## config.mk

```make
export PLATFORM = sky130hd
export DESIGN_NAME = imem_arbiter
export DESIGN_NICKNAME = d
export VERILOG_FILES = /design/src/rtl/imem_arbiter_pkg.sv /design/src/rtl/imem_arbiter_streak.sv /design/src/rtl/imem_arbiter.sv
export SDC_FILE = /design/constraint.sdc
export NUM_CORES = 1
export LEC_CHECK = 0
export BUFFER_PORTS_ARGS = -buffer_cell sky130_fd_sc_hd__buf_2
export CAP_MARGIN = 20
export CELL_PAD_IN_SITES_DETAIL_PLACEMENT = 0
export CELL_PAD_IN_SITES_GLOBAL_PLACEMENT = 2
export CORE_ASPECT_RATIO = 1.1
export CORE_UTILIZATION = 31
export DETAILED_ROUTE_END_ITERATION = 6
export HOLD_SLACK_MARGIN = 0.08
export PLACE_DENSITY_LB_ADDON = 0.1
export RECOVER_POWER = 50
export SETUP_SLACK_MARGIN = 0.02
export SYNTH_ARGS = -nofsm -noshare
export SYNTH_HDL_FRONTEND = slang
export SYNTH_SLANG_ARGS = --single-unit
```

## constraint.sdc

```tcl
create_clock -name clk -period 4.55 [get_ports clk]
set_clock_uncertainty 0.2 [all_clocks]
set_input_delay 0.2275 -clock clk [delete_from_list [all_inputs] [get_ports clk]]
set_output_delay 0.2275 -clock clk [all_outputs]
set_load 0.1 [all_outputs]
```

## src/rtl/imem_arbiter_pkg.sv

```systemverilog
// imem_arbiter_pkg
// Shared definitions for the instruction-memory arbiter: the owner state
// encoding, the default memory depth and the word width.
package imem_arbiter_pkg;

    localparam int WORD_W        = 32;
    localparam int DEFAULT_DEPTH = 128;

    typedef enum logic [1:0] {
        IDLE    = 2'd0,
        SERVE_F = 2'd1,
        SERVE_D = 2'd2
    } owner_t;

endpackage

```

## src/rtl/imem_arbiter_streak.sv

```systemverilog
// streak_counter
// Saturating counter that tracks consecutive fetch grants taken while a
// debug request is waiting. Clear has priority over increment.
// Ports:
//   clk, rst   clock, async active-low reset
//   clr        return the count to zero
//   inc        count one more fetch grant (held at MAX once reached)
//   count      current streak value
module streak_counter #(
    parameter int MAX = 4,
    parameter int W   = $clog2(MAX + 1)
) (
    input  logic         clk,
    input  logic         rst,
    input  logic         clr,
    input  logic         inc,
    output logic [W-1:0] count
);

    always_ff @(posedge clk or negedge rst) begin
        if (!rst) begin
            count <= '0;
        end else if (clr) begin
            count <= '0;
        end else if (inc && (count != W'(MAX))) begin
            count <= count + 1'b1;
        end
    end

endmodule

```

## src/rtl/imem_arbiter.sv

```systemverilog
// imem_arbiter
// Two-port arbiter in front of a combinational-read instruction memory.
// The fetch port has priority, but after MAX_STREAK back-to-back fetch wins
// against a waiting debug request the debug port gets one grant.
// Read data is registered into the granted port on the edge after the grant.
//
// state   | meaning
// --------+----------------------------------------------
// IDLE    | no grant last cycle, no rvalid this cycle
// SERVE_F | fetch granted last cycle, f_rvalid this cycle
// SERVE_D | debug granted last cycle, d_rvalid this cycle
//
// Ports:
//   clk, rst                      clock, async active-low reset
//   f_req, f_addr                 fetch request / word address
//   f_gnt, f_rvalid, f_rdata      fetch grant, data valid, data
//   f_stall                       fetch waiting for a grant
//   d_req, d_addr                 debug request / word address
//   d_gnt, d_rvalid, d_rdata      debug grant, data valid, data
//   mem_addr, mem_data            memory address out, read word in
//   addr_err                      served address was out of range
module imem_arbiter
    import imem_arbiter_pkg::*;
#(
    parameter int MAX_STREAK = 4,
    parameter int DEPTH      = DEFAULT_DEPTH
) (
    input  logic              clk,
    input  logic              rst,
    input  logic              f_req,
    input  logic [WORD_W-1:0] f_addr,
    output logic              f_gnt,
    output logic              f_rvalid,
    output logic [WORD_W-1:0] f_rdata,
    input  logic              d_req,
    input  logic [WORD_W-1:0] d_addr,
    output logic              d_gnt,
    output logic              d_rvalid,
    output logic [WORD_W-1:0] d_rdata,
    output logic [WORD_W-1:0] mem_addr,
    input  logic [WORD_W-1:0] mem_data,
    output logic              addr_err,
    output logic              f_stall
);

    localparam int SW = $clog2(MAX_STREAK + 1);

    owner_t            owner;
    logic [SW-1:0]     streak;
    logic [WORD_W-1:0] addr_q;
    logic              at_limit;
    logic              in_range;
    logic [WORD_W-1:0] served;

    assign at_limit = (streak == SW'(MAX_STREAK));

    // Grants are gated by rst so that nothing is granted while reset is held.
    assign f_gnt   = rst && f_req && !(d_req && at_limit);
    assign d_gnt   = rst && d_req && !f_gnt;
    assign f_stall = rst && f_req && !f_gnt;

    // With no grant the memory keeps seeing the last granted address.
    assign mem_addr = f_gnt ? f_addr : (d_gnt ? d_addr : addr_q);
    assign in_range = (mem_addr < WORD_W'(DEPTH));
    assign served   = in_range ? mem_data : '0;

    assign f_rvalid = (owner == SERVE_F);
    assign d_rvalid = (owner == SERVE_D);

    streak_counter #(
        .MAX (MAX_STREAK),
        .W   (SW)
    ) u_streak (
        .clk   (clk),
        .rst   (rst),
        .clr   (d_gnt || !d_req),
        .inc   (f_gnt && d_req),
        .count (streak)
    );

    always_ff @(posedge clk or negedge rst) begin
        if (!rst) begin
            owner    <= IDLE;
            addr_err <= 1'b0;
            f_rdata  <= '0;
            d_rdata  <= '0;
            addr_q   <= '0;
        end else begin
            addr_err <= (f_gnt || d_gnt) && !in_range;
            if (f_gnt) begin
                owner   <= SERVE_F;
                f_rdata <= served;
                addr_q  <= mem_addr;
            end else if (d_gnt) begin
                owner   <= SERVE_D;
                d_rdata <= served;
                addr_q  <= mem_addr;
            end else begin
                owner   <= IDLE;
            end
        end
    end

endmodule
```

==> results.sh <==
export IMPL_synth_area_top_cells="dfrtp_1 50%, o31ai_2 12%, a221o_1 9.0%"
export IMPL_worst_slew_pin_transition_ps=1760
export IMPL_grt_start_max_net_pins=66
export IMPL_vias_per_cell=5.17
export IMPL_netlist_instances=486
export IMPL_slowest_stage="nand2_4"
export IMPL_yosys_warnings=0
export IMPL_die_w_um=124
export IMPL_ys_async_sr_fraction_pct=100
export IMPL_cp_top_family="simple AND/OR/NAND/NOR gates"
export IMPL_power_density_nw_per_um2=333
export IMPL_synth_top_area_share_pct=50.1
export IMPL_final_util_pct=50.0
export IMPL_cts_root_buffer="clkbuf_16"
export IMPL_place_congestion=0.758
export IMPL_seq_area_frac_synth_pct=50.1
export IMPL_critPathMaxStageDelay_ps=650
export IMPL_overflow=0
export IMPL_grt_pass1_vias=5055
export IMPL_cts_tree="yes"
export IMPL_total_power_mw=2.63
export IMPL_initialDrtViolationCount=238
export IMPL_cts_buffer_depth=2
export IMPL_place_hpwl_mm=10.8
export IMPL_numClockSinks=102
export IMPL_nFillCells=1565
export IMPL_endpoint_kind="flip-flop"
export IMPL_arrival_ps=3790
export IMPL_wl_per_cell_um=17.2
export IMPL_ys_types=33
export IMPL_finalWirelength_mm=16.7
export IMPL_postCtsHoldBufs=98
export IMPL_drt_first_pass_iters=6
export IMPL_timing_hold_violations_final=0
export IMPL_ir_worst_vdd_v=0.000209
export IMPL_synth_avg_cell_area_um2=10.5
export IMPL_synth_most_common_cell="dfrtp_1"
export IMPL_cts_resized=0
export IMPL_cap_violations=3
export IMPL_start_kind="flip-flop"
export IMPL_coreArea_um2=15900
export IMPL_io_buffers=201
export IMPL_crit_required_ps=4580
export IMPL_worst_path_buf_inv=3
export IMPL_path_class="reg -> reg"
export IMPL_path_max_fanout=65
export IMPL_max_freq_ghz=0.266
export IMPL_tns_ps=0
export IMPL_grt_use_total_pct=20.1
export IMPL_areaGrowthSynthToFinish_pct=55.5
export IMPL_rows=48
export IMPL_grt_pass1_wl_mm=26.9
export IMPL_num_io_pins=202
export IMPL_timing_final_crit_share_pct=82.8
export IMPL_final_nets=863
export IMPL_die_area_um2=16900
export IMPL_grt_antenna_before_repair=3
export IMPL_setup_viol=0
export IMPL_violations="max-capacitance violations, max-slew violations"
export IMPL_path_clk_slew_ps=70
export IMPL_vias=5000
export IMPL_period_needed_ps=3770
export IMPL_insertion_delay_ps=350
export IMPL_drc=0
export IMPL_syn_cell_area_um2=5090
export IMPL_hold_path_class="in -> async"
export IMPL_cts_buffers=9
export IMPL_ys_ff_latch=102
export IMPL_power_leakage_nw=3.46
export IMPL_relSlewSlack_pct=-17.1
export IMPL_synthFlopType="dfrtp_1"
export IMPL_cts_setup_buffers=0
export IMPL_rsz0062_at_grt="no"
export IMPL_yosysTopAreaCell="dfrtp_1"
export IMPL_fp_dieH_um=136
export IMPL_slew_violations=128
export IMPL_status="finished with violations"
export IMPL_ant_nets=0
export IMPL_h_tree_depth=3
export IMPL_whs_ps=142
export IMPL_synth_edff_count=0
export IMPL_drive_gt1_share_pct=28.5
export IMPL_synthTopCellsByCount="102 x dfrtp_1, 88 x nand2_1, 65 x nand3_1, 50 x o31ai_2, 46 x a221o_1"
export IMPL_start_util_pct=32.1
export IMPL_synth_nets=588
export IMPL_path_cells="inv_1, ha_1, a21boi_2, or2_1, inv_2, buf_4, a221o_1, nor4_1, nand2_4, o31a_1"
-- final cells by class --
type | instances | area [um^2] | area share [%]
clock buffers | 11 | 253 | 3.19
multi-input cells | 325 | 2290 | 28.9
repair buffers | 314 | 2490 | 31.4
clock inverters | 5 | 57.6 | 0.726
diodes | 1 | 2.50 | 0.0316
flip-flops and latches | 102 | 2550 | 32.2
well taps | 200 | 250 | 3.16
inverters | 9 | 33.8 | 0.426
-- layout by cell type (no fill, tap or decap), drive strengths merged, types with 2 or more instances in the layout --
cell type,synthesis,routed
buf,27,144
dfrtp,102,102
dlygate4sd3,0,98
nand2,88,88
clkbuf,23,83
nand3,66,66
o31ai,64,64
a221o,46,46
and2,25,25
inv,9,9
a22oi,7,7
nor4,5,5
a21oi,4,4
clkinv,0,4
nor2b,3,3
o32ai,2,2
nor2,2,2
ha,2,2
-- cell families (layout without fill, tap and decap cells) --
kind of cell,after synthesis,count (layout),synth area share (%)
other,0,1,0
XOR/XNOR,1,1,0.172
adder cells (fa/ha/maj),2,2,0.491
buffers and inverters,59,339,5.33
AND/OR/NAND/NOR,192,192,17.6
AO/OA/AOI/OAI,129,129,26.1
flip-flops,102,102,50.1
multiplexers,1,1,0.197
-- state kept, by name (all words and copies together), names as in the netlist --
name and flops:
addr_err 1, u_streak.count 3, addr_q 32, f_rdata 32, d_rdata 32, owner 2
-- power by group --
part           internal (mW)  switching [mW]
registers              0.944         0.00949
logic                  0.332           0.535
clock network          0.457           0.357
-- metal layers --
layer	global-route usage, %	up-vias	share of wire (%)
li1	-	2353	-
met1	26.1	2450	45
met2	32.8	177	47
met3	4.88	18	6.5
met4	6.36	2	1.2
met5	0	-	0.096
-- worst reg2reg max path: stages, from the launching register on --
cell	delay (ps)
dfrtp_1	350
inv_1	70
ha_1	230
a21boi_2	170
or2_1	160
inv_2	150
buf_4	250
a221o_1	360
nor4_1	520
nand2_4	650
o31a_1	540
-- path summary, 6_finish.rpt --
path | from | endpoint | slack [ps] | depth (start not counted)
worst max-delay path | u_streak.count[0] | addr_err | 780 | 10
worst min-delay path | rst | addr_q[15] | 140 | 2
worst max register to register | u_streak.count[0] | addr_err | 780 | 10
worst min register to register | d_rdata[26] | d_rdata[26] | 280 | 2
max in group asynchronous | rst | f_rdata[13] | 1720 | 4
min in group clk | f_req | addr_err | 170 | 3
-- per-stage QoR --
stage | setup slack [ps] | cells | instance area, um^2
3_3_place_gp | 734 | 851 | 6720
3_5_place_dp | 732 | 851 | 6720
4_1_cts | 703 | 965 | 8010
6_report | 784 | 967 | 7920
5_1_grt | 555 | 967 | 7920
2_1_floorplan | 518 | 486 | 5090
No activity file was read; power rests on OpenSTA's default activity.
